--- src/rtl/lbm_step_sequencer_pkg.sv ---
// Shared definitions for the LBM control path: state codes (also the oStatus values)
// and the step counter width.
`timescale 1ns/1ps
package lbm_ctrl_pkg;

    localparam int unsigned STEP_CNT_W = 16;

    typedef enum logic [3:0] {
        ST_IDLE  = 4'd0,
        ST_WAIT  = 4'd1,
        ST_START = 4'd2,
        ST_RUN   = 4'd3,
        ST_ERR   = 4'd4
    } state_e;

endpackage

--- src/rtl/lbm_step_sequencer_if.sv ---
// Start/done handshake between the step sequencer (master) and the LBM solver (slave).
`timescale 1ns/1ps
interface lbm_step_sequencer_if;

    logic oSolver_Start;
    logic iSolver_Done;

    modport master (output oSolver_Start, input iSolver_Done);
    modport slave  (input oSolver_Start, output iSolver_Done);

endinterface

--- src/rtl/lbm_step_sequencer_key_debounce.sv ---
// Active-low push-button conditioner: 2-flop synchronizer, symmetric debounce,
// and a single-cycle press pulse per debounced press.
`timescale 1ns/1ps
module key_debounce #(
    parameter int unsigned DEBOUNCE_CYCLES = 250000
) (
    input  logic clk_i,
    input  logic rst_ni,
    input  logic key_n_i,
    output logic press_o
);

    localparam int unsigned CNT_W = $clog2(DEBOUNCE_CYCLES + 1);
    localparam logic [CNT_W-1:0] RUN_FULL = CNT_W'(DEBOUNCE_CYCLES);

    logic             key_s1_q, key_s2_q;
    logic             last_q;
    logic             armed_q, armed_d;
    logic [CNT_W-1:0] run_q, run_d;

    // run_d is the length of the current constant-level run including this cycle,
    // saturating so a held level keeps matching without wrapping.
    always_comb begin
        run_d   = CNT_W'(1);
        armed_d = armed_q;
        press_o = 1'b0;
        if (key_s2_q == last_q) begin
            run_d = (run_q == RUN_FULL) ? run_q : run_q + 1'b1;
        end
        if (run_d == RUN_FULL) begin
            if (!key_s2_q && armed_q) begin
                press_o = 1'b1;
                armed_d = 1'b0;
            end else if (key_s2_q) begin
                armed_d = 1'b1;
            end
        end
    end

    always_ff @(posedge clk_i or negedge rst_ni) begin
        if (!rst_ni) begin
            key_s1_q <= 1'b1;
            key_s2_q <= 1'b1;
            last_q   <= 1'b1;
            armed_q  <= 1'b1;
            run_q    <= '0;
        end else begin
            key_s1_q <= key_n_i;
            key_s2_q <= key_s1_q;
            last_q   <= key_s2_q;
            armed_q  <= armed_d;
            run_q    <= run_d;
        end
    end

endmodule

--- src/rtl/lbm_step_sequencer.sv ---
// Decides when the LBM solver advances one lattice step: free-run on VGA frame ends or
// single-step on a debounced key press, with start/done handshake, overrun and timeout flags.
`timescale 1ns/1ps
module lbm_step_sequencer
    import lbm_ctrl_pkg::*;
#(
    parameter int unsigned FRAME_END_X     = 638,
    parameter int unsigned FRAME_END_Y     = 479,
    parameter int unsigned FRAMES_PER_STEP = 1,
    parameter int unsigned DEBOUNCE_CYCLES = 250000,
    parameter int unsigned TIMEOUT_CYCLES  = 2**20
) (
    input  logic                  iCLK,
    input  logic                  iRST_N,
    input  logic                  iSingle_Mode,
    input  logic                  iStep_Key_N,
    input  logic [9:0]            iCoord_X,
    input  logic [9:0]            iCoord_Y,
    lbm_step_sequencer_if.master  solver,
    output logic [STEP_CNT_W-1:0] oStep_Count,
    output logic                  oOverrun,
    output logic                  oError,
    output logic [3:0]            oStatus
);

    localparam int unsigned FC_W  = (FRAMES_PER_STEP > 1) ? $clog2(FRAMES_PER_STEP) : 1;
    localparam int unsigned TMO_W = (TIMEOUT_CYCLES > 1) ? $clog2(TIMEOUT_CYCLES) : 1;
    localparam logic [FC_W-1:0]  FC_TERM  = FC_W'(FRAMES_PER_STEP - 1);
    localparam logic [TMO_W-1:0] TMO_TERM = TMO_W'(TIMEOUT_CYCLES - 1);

    logic                  mode_s1_q, mode_s2_q, mode_d1_q;
    logic                  match_q, fe_q;
    logic [FC_W-1:0]       frame_cnt_q, frame_cnt_d;
    logic [TMO_W-1:0]      tmo_q, tmo_d;
    logic [STEP_CNT_W-1:0] step_cnt_q, step_cnt_d;
    logic                  overrun_q, overrun_d;
    logic                  error_q, error_d;
    state_e                state_q, state_d;

    logic match, press, free_trig, step_trig, start;

    key_debounce #(
        .DEBOUNCE_CYCLES(DEBOUNCE_CYCLES)
    ) u_key (
        .clk_i  (iCLK),
        .rst_ni (iRST_N),
        .key_n_i(iStep_Key_N),
        .press_o(press)
    );

    assign match = (iCoord_X == 10'(FRAME_END_X)) && (iCoord_Y == 10'(FRAME_END_Y));

    always_comb begin
        free_trig   = fe_q && !mode_s2_q && (frame_cnt_q == FC_TERM);
        step_trig   = press && mode_s2_q;
        frame_cnt_d = frame_cnt_q;
        state_d     = state_q;
        tmo_d       = tmo_q;
        step_cnt_d  = step_cnt_q;
        overrun_d   = overrun_q;
        error_d     = error_q;
        start       = 1'b0;

        if (mode_s2_q != mode_d1_q) begin
            frame_cnt_d = '0;
        end else if (fe_q && !mode_s2_q) begin
            frame_cnt_d = (frame_cnt_q == FC_TERM) ? '0 : frame_cnt_q + 1'b1;
        end

        case (state_q)
            ST_IDLE: state_d = ST_WAIT;
            ST_WAIT: begin
                if (free_trig || step_trig) state_d = ST_START;
            end
            ST_START: begin
                start     = 1'b1;
                tmo_d     = '0;
                state_d   = ST_RUN;
                overrun_d = overrun_q || free_trig;
            end
            ST_RUN: begin
                overrun_d = overrun_q || free_trig;
                // Done has priority over a timeout landing in the same cycle.
                if (solver.iSolver_Done) begin
                    state_d    = ST_WAIT;
                    step_cnt_d = step_cnt_q + 1'b1;
                end else if (tmo_q == TMO_TERM) begin
                    state_d = ST_ERR;
                    error_d = 1'b1;
                end else begin
                    tmo_d = tmo_q + 1'b1;
                end
            end
            ST_ERR:  state_d = ST_ERR;
            default: state_d = ST_IDLE;
        endcase
    end

    always_ff @(posedge iCLK or negedge iRST_N) begin
        if (!iRST_N) begin
            mode_s1_q   <= 1'b0;
            mode_s2_q   <= 1'b0;
            mode_d1_q   <= 1'b0;
            match_q     <= 1'b0;
            fe_q        <= 1'b0;
            frame_cnt_q <= '0;
            tmo_q       <= '0;
            step_cnt_q  <= '0;
            overrun_q   <= 1'b0;
            error_q     <= 1'b0;
            state_q     <= ST_IDLE;
        end else begin
            mode_s1_q   <= iSingle_Mode;
            mode_s2_q   <= mode_s1_q;
            mode_d1_q   <= mode_s2_q;
            match_q     <= match;
            fe_q        <= match && !match_q;
            frame_cnt_q <= frame_cnt_d;
            tmo_q       <= tmo_d;
            step_cnt_q  <= step_cnt_d;
            overrun_q   <= overrun_d;
            error_q     <= error_d;
            state_q     <= state_d;
        end
    end

    assign solver.oSolver_Start = start;
    assign oStep_Count          = step_cnt_q;
    assign oOverrun             = overrun_q;
    assign oError               = error_q;
    assign oStatus              = state_q;

endmodule
--- src/flat_wrapper.sv ---
// flat-port wrapper written by rule: the top's interface ports become plain ports
module lbm_step_sequencer_flat import lbm_ctrl_pkg::*;
#(
    parameter int unsigned FRAME_END_X     = 638,
    parameter int unsigned FRAME_END_Y     = 479,
    parameter int unsigned FRAMES_PER_STEP = 1,
    parameter int unsigned DEBOUNCE_CYCLES = 250000,
    parameter int unsigned TIMEOUT_CYCLES  = 2**20
)
  (iCLK, iRST_N, iSingle_Mode, iStep_Key_N, iCoord_X, iCoord_Y, oStep_Count, oOverrun, oError, oStatus, solver_oSolver_Start, solver_iSolver_Done);
  lbm_step_sequencer_if solver_i ();
  input  logic iCLK;
  input  logic iRST_N;
  input  logic iSingle_Mode;
  input  logic iStep_Key_N;
  input  logic [9:0] iCoord_X;
  input  logic [9:0] iCoord_Y;
  output logic [STEP_CNT_W-1:0] oStep_Count;
  output logic oOverrun;
  output logic oError;
  output logic [3:0] oStatus;
  output wire logic [$bits(solver_i.oSolver_Start)-1:0] solver_oSolver_Start;
  input wire logic [$bits(solver_i.iSolver_Done)-1:0] solver_iSolver_Done;
  assign solver_oSolver_Start = solver_i.oSolver_Start;
  assign solver_i.iSolver_Done = solver_iSolver_Done;
  lbm_step_sequencer #(.FRAME_END_X(FRAME_END_X), .FRAME_END_Y(FRAME_END_Y), .FRAMES_PER_STEP(FRAMES_PER_STEP), .DEBOUNCE_CYCLES(DEBOUNCE_CYCLES), .TIMEOUT_CYCLES(TIMEOUT_CYCLES)) u_core (.iCLK(iCLK), .iRST_N(iRST_N), .iSingle_Mode(iSingle_Mode), .iStep_Key_N(iStep_Key_N), .iCoord_X(iCoord_X), .iCoord_Y(iCoord_Y), .solver(solver_i), .oStep_Count(oStep_Count), .oOverrun(oOverrun), .oError(oError), .oStatus(oStatus));
endmodule
--- config.mk ---
export PLATFORM = sky130hd
export DESIGN_NAME = lbm_step_sequencer_flat
export DESIGN_NICKNAME = d
export VERILOG_FILES = /design/src/rtl/lbm_step_sequencer_pkg.sv /design/src/rtl/lbm_step_sequencer_if.sv /design/src/rtl/lbm_step_sequencer_key_debounce.sv /design/src/rtl/lbm_step_sequencer.sv /design/src/flat_wrapper.sv
export SDC_FILE = /design/constraint.sdc
export NUM_CORES = 1
export LEC_CHECK = 0
export ABC_CLOCK_PERIOD_IN_PS = 5500
export CAP_MARGIN = 20
export CORE_ASPECT_RATIO = 1.25
export CORE_MARGIN = 2
export CORE_UTILIZATION = 58
export DETAILED_ROUTE_END_ITERATION = 10
export PLACE_DENSITY = 0.87
export SLEW_MARGIN = 25
export SYNTH_ARGS = -nofsm -noshare
export SYNTH_HDL_FRONTEND = slang
export SYNTH_SLANG_ARGS = --single-unit
--- constraint.sdc ---
create_clock -name iCLK -period 5.5 [get_ports iCLK]
set_clock_uncertainty 0.15 [all_clocks]
set_input_delay 0.825 -clock iCLK [delete_from_list [all_inputs] [get_ports iCLK]]
set_output_delay 0.825 -clock iCLK [all_outputs]
set_load 0.02 [all_outputs]
; Word level (Yosys, flattened, before mapping)
; Index checks and enable logic that the tools add are counted.
[op_classes]
n_reduce_logical = 21
n_shift = 0
n_addsub = 4
magnitude_cmp = 0
div = 0
bitwise_logic = 2
n_mux = 17
n_eq_ne = 15
mul = 0
[ops]
columns = cell, n
row1 = two-way mux 20 bit, 2
row2 = one-hot mux 20 bit (2 select lines), 1
row3 = "equality test 18 bit, second input constant", 2
row4 = two-way mux 18 bit, 2
row5 = "adder 20 x 1 -> 20 bit, second input constant", 1
row6 = "equality test 20 bit, second input constant", 1
row7 = one-hot mux 4 bit (5 select lines), 1
row8 = "adder 18 x 1 -> 18 bit, second input constant", 1
row9 = "adder 16 x 1 -> 16 bit, second input constant", 1
row10 = two-way mux 4 bit, 3
row11 = "equality test 10 bit, second input constant", 1
row12 = "equality test 10 x 9 -> 1 bit, second input constant", 1
row13 = "equality test 4 x 2 -> 1 bit, second input constant", 2
row14 = two-way mux 1 bit, 8
row15 = logical AND 1 bit, 6
row16 = AND reduction 2 bit, 3
row17 = AND reduction 3 bit, 2
row18 = nonzero test 2 bit, 3
row19 = "equality test 4 x 1 -> 1 bit, second input constant", 1
row20 = "equality test 4 x 3 -> 1 bit, second input constant", 1
row21 = zero test 4 bit, 1
row22 = "inequality test 2 bit, second input constant", 2
row23 = zero test 1 bit, 3
row24 = "inequality test 3 x 2 -> 1 bit, second input constant", 1
row25 = 7 further kinds, 9
[totals]
inputBits = 25
elab_cells = 75
ff_bits = 70
mem_bits_ro = 0
n_memories = 0
ram_bits = 0
out_inout_bits = 23
latch_bits = 0

; Longest topological paths before layout
; Gate-level depths: netlist (run 1).
[logic_depth]
word_depth = 9
mapped_depth = 9
depth_no_buf = 9

; By module
; Synthesis (run 1) repeated with hierarchy kept, for this count alone.
[hier_totals]
hier_cells = 358
hier_area_um2 = 3669.8
[modules_own_cells]
columns = module, seq_area_each_um2, n_inst, area_per_inst_um2, cells_per_inst
row1 = lbm_step_sequencer, 1126.1, 1, 2319.7, 220
row2 = key_debounce, 555.5, 1, 1350.0, 138

; Worst setup path before layout (run 1)
; OpenSTA, ideal clock, no wires.
[synth_timing]
kind = register to output
from = reg u_core.state_q[2], in the netlist u_core.oStatus[2]
to = out solver_oSolver_Start
required_time_ps = 4525
slack_ps = 2953
t_arrival_ps = 1572
path_buffers = 2
stages_incl_launch_ff = 5
cell_sequence = dfrtp_1 -> nand2b_1 -> nor2_1 -> clkbuf_1 -> clkbuf_1
[synth_between]
elab_chain_len = 2
[synth_lines]
columns = element, line_no
row1 = "start, declared", lbm_step_sequencer.sv:38  ; state_e state_q, state_d;
row2 = "start signal, assigned", lbm_step_sequencer.sv:123  ; state_q <= state_d;
row3 = equality test 4 x 2 -> 1 bit, lbm_step_sequencer.sv:70  ; case (state_q)
row4 = two-way mux 1 bit, lbm_step_sequencer.sv:70
row5 = "end, declared", flat_wrapper.sv:22  ; output wire logic [$bits(solver_i.oSolver_Start)-1:0] solver_oSolver_Start;
; No other way between the ends.

; Final worst setup path (run 1)
; Ends and elaborated chain as after synthesis.

==> flow_metrics.env, run 1 <==
export IMPL_cp_cell_sequence="nand2b_1 -> nor2_1 -> buf_4 -> clkdlybuf4s50_1"
export IMPL_grt_pass1_wl_mm=11.8
export IMPL_wl_per_cell_um=15.1
export IMPL_ys_ff_latch=67
export IMPL_overflow=0
export IMPL_slew_limit_headroom_pct=45.3
export IMPL_clock_sinks=67
export IMPL_p_sw_share_pct=29.9
export IMPL_dr_pass1_iters=4
export IMPL_syn_to_final_growth_pct=21.5
export IMPL_holdBufCountCts=0
export IMPL_synth_cell_area_um2=3340
export IMPL_period_share_pct=55.0
export IMPL_initial_utilization_pct=61.0
export IMPL_layout_common_cells="63 x dfrtp_1, 45 x clkdlybuf4s50_1, 43 x nor2_1"
export IMPL_powerDensity_nw_per_um2=317
export IMPL_grt_pass1_vias=2667
export IMPL_num_io_pins=48
export IMPL_rrSetupSlack_ps=2680
export IMPL_core_um2=5480
export IMPL_timing_critical_path_to="solver_oSolver_Start"
export IMPL_die_w_um=71.9
export IMPL_cts_tree="yes"
export IMPL_crit_type="register to output pin"
export IMPL_insertion_delay_ps=330
export IMPL_grt_antenna_before_repair=0
export IMPL_seq_area_frac_synth_pct=50.3
export IMPL_critPathLaunch="u_core.oStatus[2]"
export IMPL_viasPerCell=5.85
export IMPL_routabilityCongestion=0.878
export IMPL_slowest_delay_ps=650
export IMPL_r2r_end="u_core.u_key.armed_q"
export IMPL_min_path_type="register to register"
export IMPL_tightestPinTransition_ps=821
export IMPL_cap_violations=0
export IMPL_pre_cts_slack_ps=2260
export IMPL_r2r_start="u_core.u_key.run_q[1]"
export IMPL_tns_ps=0
export IMPL_post_cts_buffers=0
export IMPL_peakVddDrop_mv=0.239
export IMPL_startpoint_type="register"
export IMPL_dieArea_um2=6390
export IMPL_power_mw=1.29
export IMPL_crit_fanout=21
export IMPL_cts_buffers=9
export IMPL_synth_edf_count=0
export IMPL_netlist_instances=327
export IMPL_htreeDepth=3
export IMPL_synth_main_ff_cell="dfrtp_1"
export IMPL_cts_root_buf="clkbuf_8"
export IMPL_cts_resized=0
export IMPL_synth_cell_types=51
export IMPL_setup_viol_count_final=0
export IMPL_cp_end_kind="output pin"
export IMPL_layout_setup_ws_ps=2480
export IMPL_final_common_cell="dfrtp_1"
export IMPL_report_final_slew_viol_count=0
export IMPL_drive_gt1_share_pct=9.90
export IMPL_min_period_ps=3020
export IMPL_port_buffers=46
export IMPL_slowest_stage="clkdlybuf4s50_1"
export IMPL_p_sw_mw=0.386
export IMPL_num_vias=2620
export IMPL_clock_fmax_mhz=331
export IMPL_internal_power_mw=0.903
export IMPL_status="complete, no violations"
export IMPL_cts_max_path_buffers=2
export IMPL_grt_setup_unrepaired="false"
export IMPL_dp_final_hpwl_mm=4.65
export IMPL_final_core_util_pct=74.1
export IMPL_ys_warnings_count=0
export IMPL_die_h_um=88.9
export IMPL_routed_wl_mm=6.77
export IMPL_drc_errors=0
export IMPL_ys_async_sr_fraction_pct=100
export IMPL_ant_nets=0
export IMPL_worstPathRequired_ps=4530
export IMPL_combPwrFrac_pct=21.4
export IMPL_row_count=30
export IMPL_power_frac_seq_pct=47.1
export IMPL_power_share_clock_pct=31.5
export IMPL_crit_arrival_ps=2050
export IMPL_num_fill_cells=361
export IMPL_clk_pin_slew_ps=70
export IMPL_diodes=0
export IMPL_hold_viol=0
export IMPL_syn_avg_cell_area_um2=10.2
export IMPL_track_usage_pct=23.6
export IMPL_drt_iter0_drc=186
export IMPL_nNetsFinal=408
export IMPL_reg2reg_depth=8
export IMPL_syn_num_nets=356
export IMPL_p_leak_nw=1.64
export IMPL_grt_max_degree=68
[through the flow]
step           hold slack [ps]  instances  instance area (um2)
6_report                   203        448                 4060
5_1_grt                    218        448                 4060
4_1_cts                    206        448                 4060
3_5_place_dp               191        432                 3860
3_3_place_gp               191        432                 3860
2_1_floorplan              181        327                 3340
[power groups by stage]
stage,registers [mW],clock network [mW],logic (mW)
finish,0.607,0.407,0.275
global route,0.616,0.437,0.300
CTS,0.605,0.413,0.277
detailed placement,0.612,0,0.275
global placement,0.610,0,0.263
floorplan,0.624,0,0.142
[sequential cells by signal, summed over array words and instances (netlist names)]
signal / cells
u_core.tmo_q: 20
u_core.u_key.run_q: 18
u_core.oStep_Count: 16
u_core.oStatus: 3
u_core.fe_q: 1
u_core.match_q: 1
u_core.mode_s1_q: 1
u_core.mode_s2_q: 1
u_core.oError: 1
u_core.oOverrun: 1
u_core.u_key.armed_q: 1
u_core.u_key.key_s1_q: 1
u_core.u_key.key_s2_q: 1
u_core.u_key.last_q: 1
[cells by family after synthesis]
| family | synth area share, % |
|---|---|
| AND/OR/NAND/NOR | 27.9 |
| flip-flops | 50.3 |
| XOR/XNOR | 12.1 |
| AO/OA/AOI/OAI | 4.75 |
| buffers and inverters | 1.65 |
| multiplexers | 1.72 |
| adder cells (fa/ha/maj) | 1.50 |
| other | 0.112 |
[worst min path at each step]
stage          slack [ps]               endpoint  depth (start not counted)                   from
2_1_floorplan         180       u_core.mode_s2_q                          0       u_core.mode_s1_q
3_3_place_gp          190       u_core.mode_s2_q                          0       u_core.mode_s1_q
3_5_place_dp          190       u_core.mode_s2_q                          0       u_core.mode_s1_q
4_1_cts               210       u_core.mode_s2_q                          0       u_core.mode_s1_q
5_1_grt               220  u_core.u_key.key_s2_q                          0  u_core.u_key.key_s1_q
6_report              200       u_core.mode_s2_q                          0       u_core.mode_s1_q
[cell usage after synthesis, drive strengths merged, types with 4 or more instances]
cell | n | area [um2]
nor2 | 43 | 161
inv | 5 | 18.8
o21ai | 5 | 25.0
nand2 | 28 | 105
ha | 4 | 50.1
nand3 | 20 | 113
clkbuf | 5 | 18.8
dfstp | 4 | 105
or3 | 8 | 55.1
nand4b | 5 | 43.8
nor3 | 11 | 71.3
xor2 | 15 | 131
and3 | 6 | 37.5
dfrtp | 63 | 1580
nor4 | 7 | 56.3
a21oi | 8 | 43.8
nand4 | 15 | 93.8
xnor2 | 31 | 272
nand2b | 6 | 37.5
[layer usage]
metal / share of wire [%] / vias up / GRT usage, %
li1: - / 1249 / -
met1: 43 / 1290 / 30.2
met2: 51 / 72 / 39.6
met3: 4.4 / 9 / 5.13
met4: 1.5 / 0 / 8.58
met5: 0 / - / 0
[layout make-up]
class	count	area, um2	share of cell area, %
Timing Repair Buffer	49	478	11.8
Inverter	5	18.8	0.462
Clock buffer	14	163	4.00
Sequential cell	67	1680	41.4
Multi-Input combinational cell	247	1610	39.5
Clock inverter	2	35.0	0.862
Tap cell	64	80.1	1.97
[worst max-delay path: cells and delay by family, from the launching register on]
kind / cells / cell delay (ps)
DFF: 1 / 440
and+or+nand+nor: 2 / 380
buffers and inverters: 2 / 900
(Power assumes the default switching activity.)
==> run 2, diff against run 1 <==
--- a/config.mk
+++ b/config.mk
@@ -5,13 +5,13 @@
 export SDC_FILE = /design/constraint.sdc
 export NUM_CORES = 1
 export LEC_CHECK = 0
-export ABC_CLOCK_PERIOD_IN_PS = 5500
+export ABC_CLOCK_PERIOD_IN_PS = 3150
 export CAP_MARGIN = 20
 export CORE_ASPECT_RATIO = 1.25
 export CORE_MARGIN = 2
-export CORE_UTILIZATION = 58
+export CORE_UTILIZATION = 54
 export DETAILED_ROUTE_END_ITERATION = 10
-export PLACE_DENSITY = 0.87
+export PLACE_DENSITY = 0.82
 export SLEW_MARGIN = 25
 export SYNTH_ARGS = -nofsm -noshare
 export SYNTH_HDL_FRONTEND = slang
==> constraint.sdc (replaced) <==
create_clock -name iCLK -period 3.15 [get_ports iCLK]
set_clock_uncertainty 0.15 [all_clocks]
set_input_delay 0.4725 -clock iCLK [delete_from_list [all_inputs] [get_ports iCLK]]
set_output_delay 0.4725 -clock iCLK [all_outputs]
set_load 0.02 [all_outputs]
==> flow_metrics.env, run 2 (same netlist as run 1, synthesis figures left out) <==
export IMPL_slowest_delay_ps=460
export IMPL_min_period_ps=2850
export IMPL_crit_fanout=7
export IMPL_drc_errors=0
export IMPL_tns_ps=0
export IMPL_setup_viol_count_final=0
export IMPL_drt_iter0_drc=94
export IMPL_num_vias=2654
export IMPL_layout_common_cells="63 x dfrtp_1, 45 x clkdlybuf4s50_1, 43 x nor2_1"
export IMPL_dp_final_hpwl_mm=4.89
export IMPL_grt_setup_unrepaired="false"
export IMPL_p_leak_nw=1.66
export IMPL_crit_type="register to register"
export IMPL_core_um2=6090
export IMPL_die_h_um=92.0
export IMPL_ant_nets=0
export IMPL_row_count=32
export IMPL_startpoint_type="register"
export IMPL_insertion_delay_ps=340
export IMPL_min_path_type="register to register"
export IMPL_dr_pass1_iters=4
export IMPL_dieArea_um2=6840
export IMPL_syn_to_final_growth_pct=24.1
export IMPL_cp_cell_sequence="ha_1 -> nand4_1 -> or3_4 -> nor3_2 -> xnor2_1 -> nor4b_2 -> a31oi_1 -> nor4_2"
export IMPL_slowest_stage="or3_4"
export IMPL_multiInputGateArea_um2=1610
export IMPL_viasPerCell=5.63
export IMPL_largest_register="u_core.tmo_q"
export IMPL_met2_usage_pct=37.2
export IMPL_grt_pass1_wl_mm=11.9
export IMPL_slew_limit_headroom_pct=43.2
export IMPL_num_io_pins=48
export IMPL_regArea_um2=1680
export IMPL_internal_power_mw=1.64
export IMPL_wl_per_cell_um=14.7
export IMPL_status="complete, no violations"
export IMPL_power_share_clock_pct=34.2
export IMPL_crit_arrival_ps=2920
export IMPL_cts_root_buf="clkbuf_8"
export IMPL_hold_worst_slack_ps=190
export IMPL_p_sw_mw=0.702
export IMPL_peakVddDrop_mv=0.427
export IMPL_powerDensity_nw_per_um2=566
export IMPL_post_cts_buffers=0
export IMPL_layout_setup_ws_ps=298
export IMPL_final_common_cell="dfrtp_1"
export IMPL_cts_max_path_buffers=2
export IMPL_cts_tree="yes"
export IMPL_clk_pin_slew_ps=80
export IMPL_clock_sinks=67
export IMPL_drive_gt1_share_pct=10.6
export IMPL_largest_reg_flops=20
export IMPL_track_usage_pct=22.6
export IMPL_tightestPinTransition_ps=851
export IMPL_cap_violations=0
export IMPL_port_buffers=46
export IMPL_combPwrFrac_pct=20.6
export IMPL_report_final_slew_viol_count=0
export IMPL_power_frac_seq_pct=45.2
export IMPL_cts_buffers=9
export IMPL_htreeDepth=3
export IMPL_die_w_um=74.4
export IMPL_p_sw_share_pct=29.9
export IMPL_busiest_layer="met2"
export IMPL_routed_wl_mm=6.91
export IMPL_globalRouteMet3Util_pct=5.16
export IMPL_routabilityCongestion=0.835
export IMPL_cp_end_kind="register"
export IMPL_grt_antenna_before_repair=0
export IMPL_pre_cts_slack_ps=413
export IMPL_nNetsFinal=410
export IMPL_initial_utilization_pct=54.9
export IMPL_grt_pass1_vias=2678
export IMPL_met1_usage_pct=27.1
export IMPL_num_fill_cells=489
export IMPL_overflow=0
export IMPL_diodes=0
export IMPL_hold_viol=0
export IMPL_period_share_pct=90.5
export IMPL_grt_max_degree=44
export IMPL_clock_fmax_mhz=351
export IMPL_worstPathRequired_ps=3220
## run 2: cell types whose count changed in the layout (fill, tap and decap cells not counted), sizes merged
cell / before / now
inv: 5 / 6
dlygate4sd3: 0 / 1
clkinvlp: 0 / 1
clkbuf: 14 / 11
buf: 4 / 5
bufinv: 1 / 2
## run 2: final timing paths
| kind | slack (ps) | cells past startpoint | startpoint | to |
|---|---|---|---|---|
| max | 300 | 8 | u_core.u_key.run_q[1] | u_core.oStatus[1] |
| min | 190 | 0 | u_core.u_key.key_s1_q | u_core.u_key.key_s2_q |
| max reg2reg | 300 | 8 | u_core.u_key.run_q[1] | u_core.oStatus[1] |
| min reg2reg | 190 | 0 | u_core.u_key.key_s1_q | u_core.u_key.key_s2_q |
| max in group asynchronous | 1650 | 3 | iRST_N | u_core.u_key.key_s1_q |
| min in group asynchronous | 520 | 2 | iRST_N | u_core.u_key.run_q[11] |
## run 2: cell type report
class,count,area share (%)
clock buffer,11,3.41
clock inverter,5,2.05
timing repair buffer,51,12.2
multi-input combinational,247,38.7
tap,85,2.56
inverter,5,0.452
sequential,67,40.5
## run 2: critical path, delay by kind of cell (launching register included)
kind	cells	cell delay, ps
xor gates and xnor gates	1	120
adders and majority gates	1	320
DFF	1	450
AOI/OAI and AO/OA	1	210
and+or+nand+nor	5	1490
## run 2: power by group through the flow
stage	logic, mW	registers [mW]	clock network, mW
global route	0.531	1.07	0.858
CTS	0.490	1.06	0.820
global placement	0.466	1.07	0
detailed placement	0.481	1.07	0
floorplan	0.247	1.09	0
finish	0.484	1.06	0.802
## run 2: repair_timing
action                                 in CTS  in global routing
resized for setup                           0                  0
endpoints found under the hold margin      21                  0
hold buffers                                1                  0
## run 2: through the flow
step | util [%] | power (mW) | std cells | cell area (um2)
2_1_floorplan | - | 1.34 | 327 | 3340
3_3_place_gp | 64.3 | 1.54 | 454 | 3910
3_5_place_dp | 64.3 | 1.55 | 454 | 3910
4_1_cts | 68.2 | 2.37 | 471 | 4150
5_1_grt | 68.2 | 2.46 | 471 | 4150
6_report | 68.2 | 2.35 | 471 | 4150
## run 2: layer usage
metal | share of wire (%) | up-vias
li1 | - | 1261
met2 | 53 | 82
met1 | 42 | 1304
met3 | 4.6 | 7
met5 | 0 | -
met4 | 1.0 | 0
==> run 3, diff against run 2 <==
--- a/config.mk
+++ b/config.mk
@@ -16,3 +16,4 @@
 export SYNTH_ARGS = -nofsm -noshare
 export SYNTH_HDL_FRONTEND = slang
 export SYNTH_SLANG_ARGS = --single-unit
+export TNS_END_PERCENT = 10
==> results of run 3 <==
The final DEF is identical to that of run 2; final timing and power are the same.
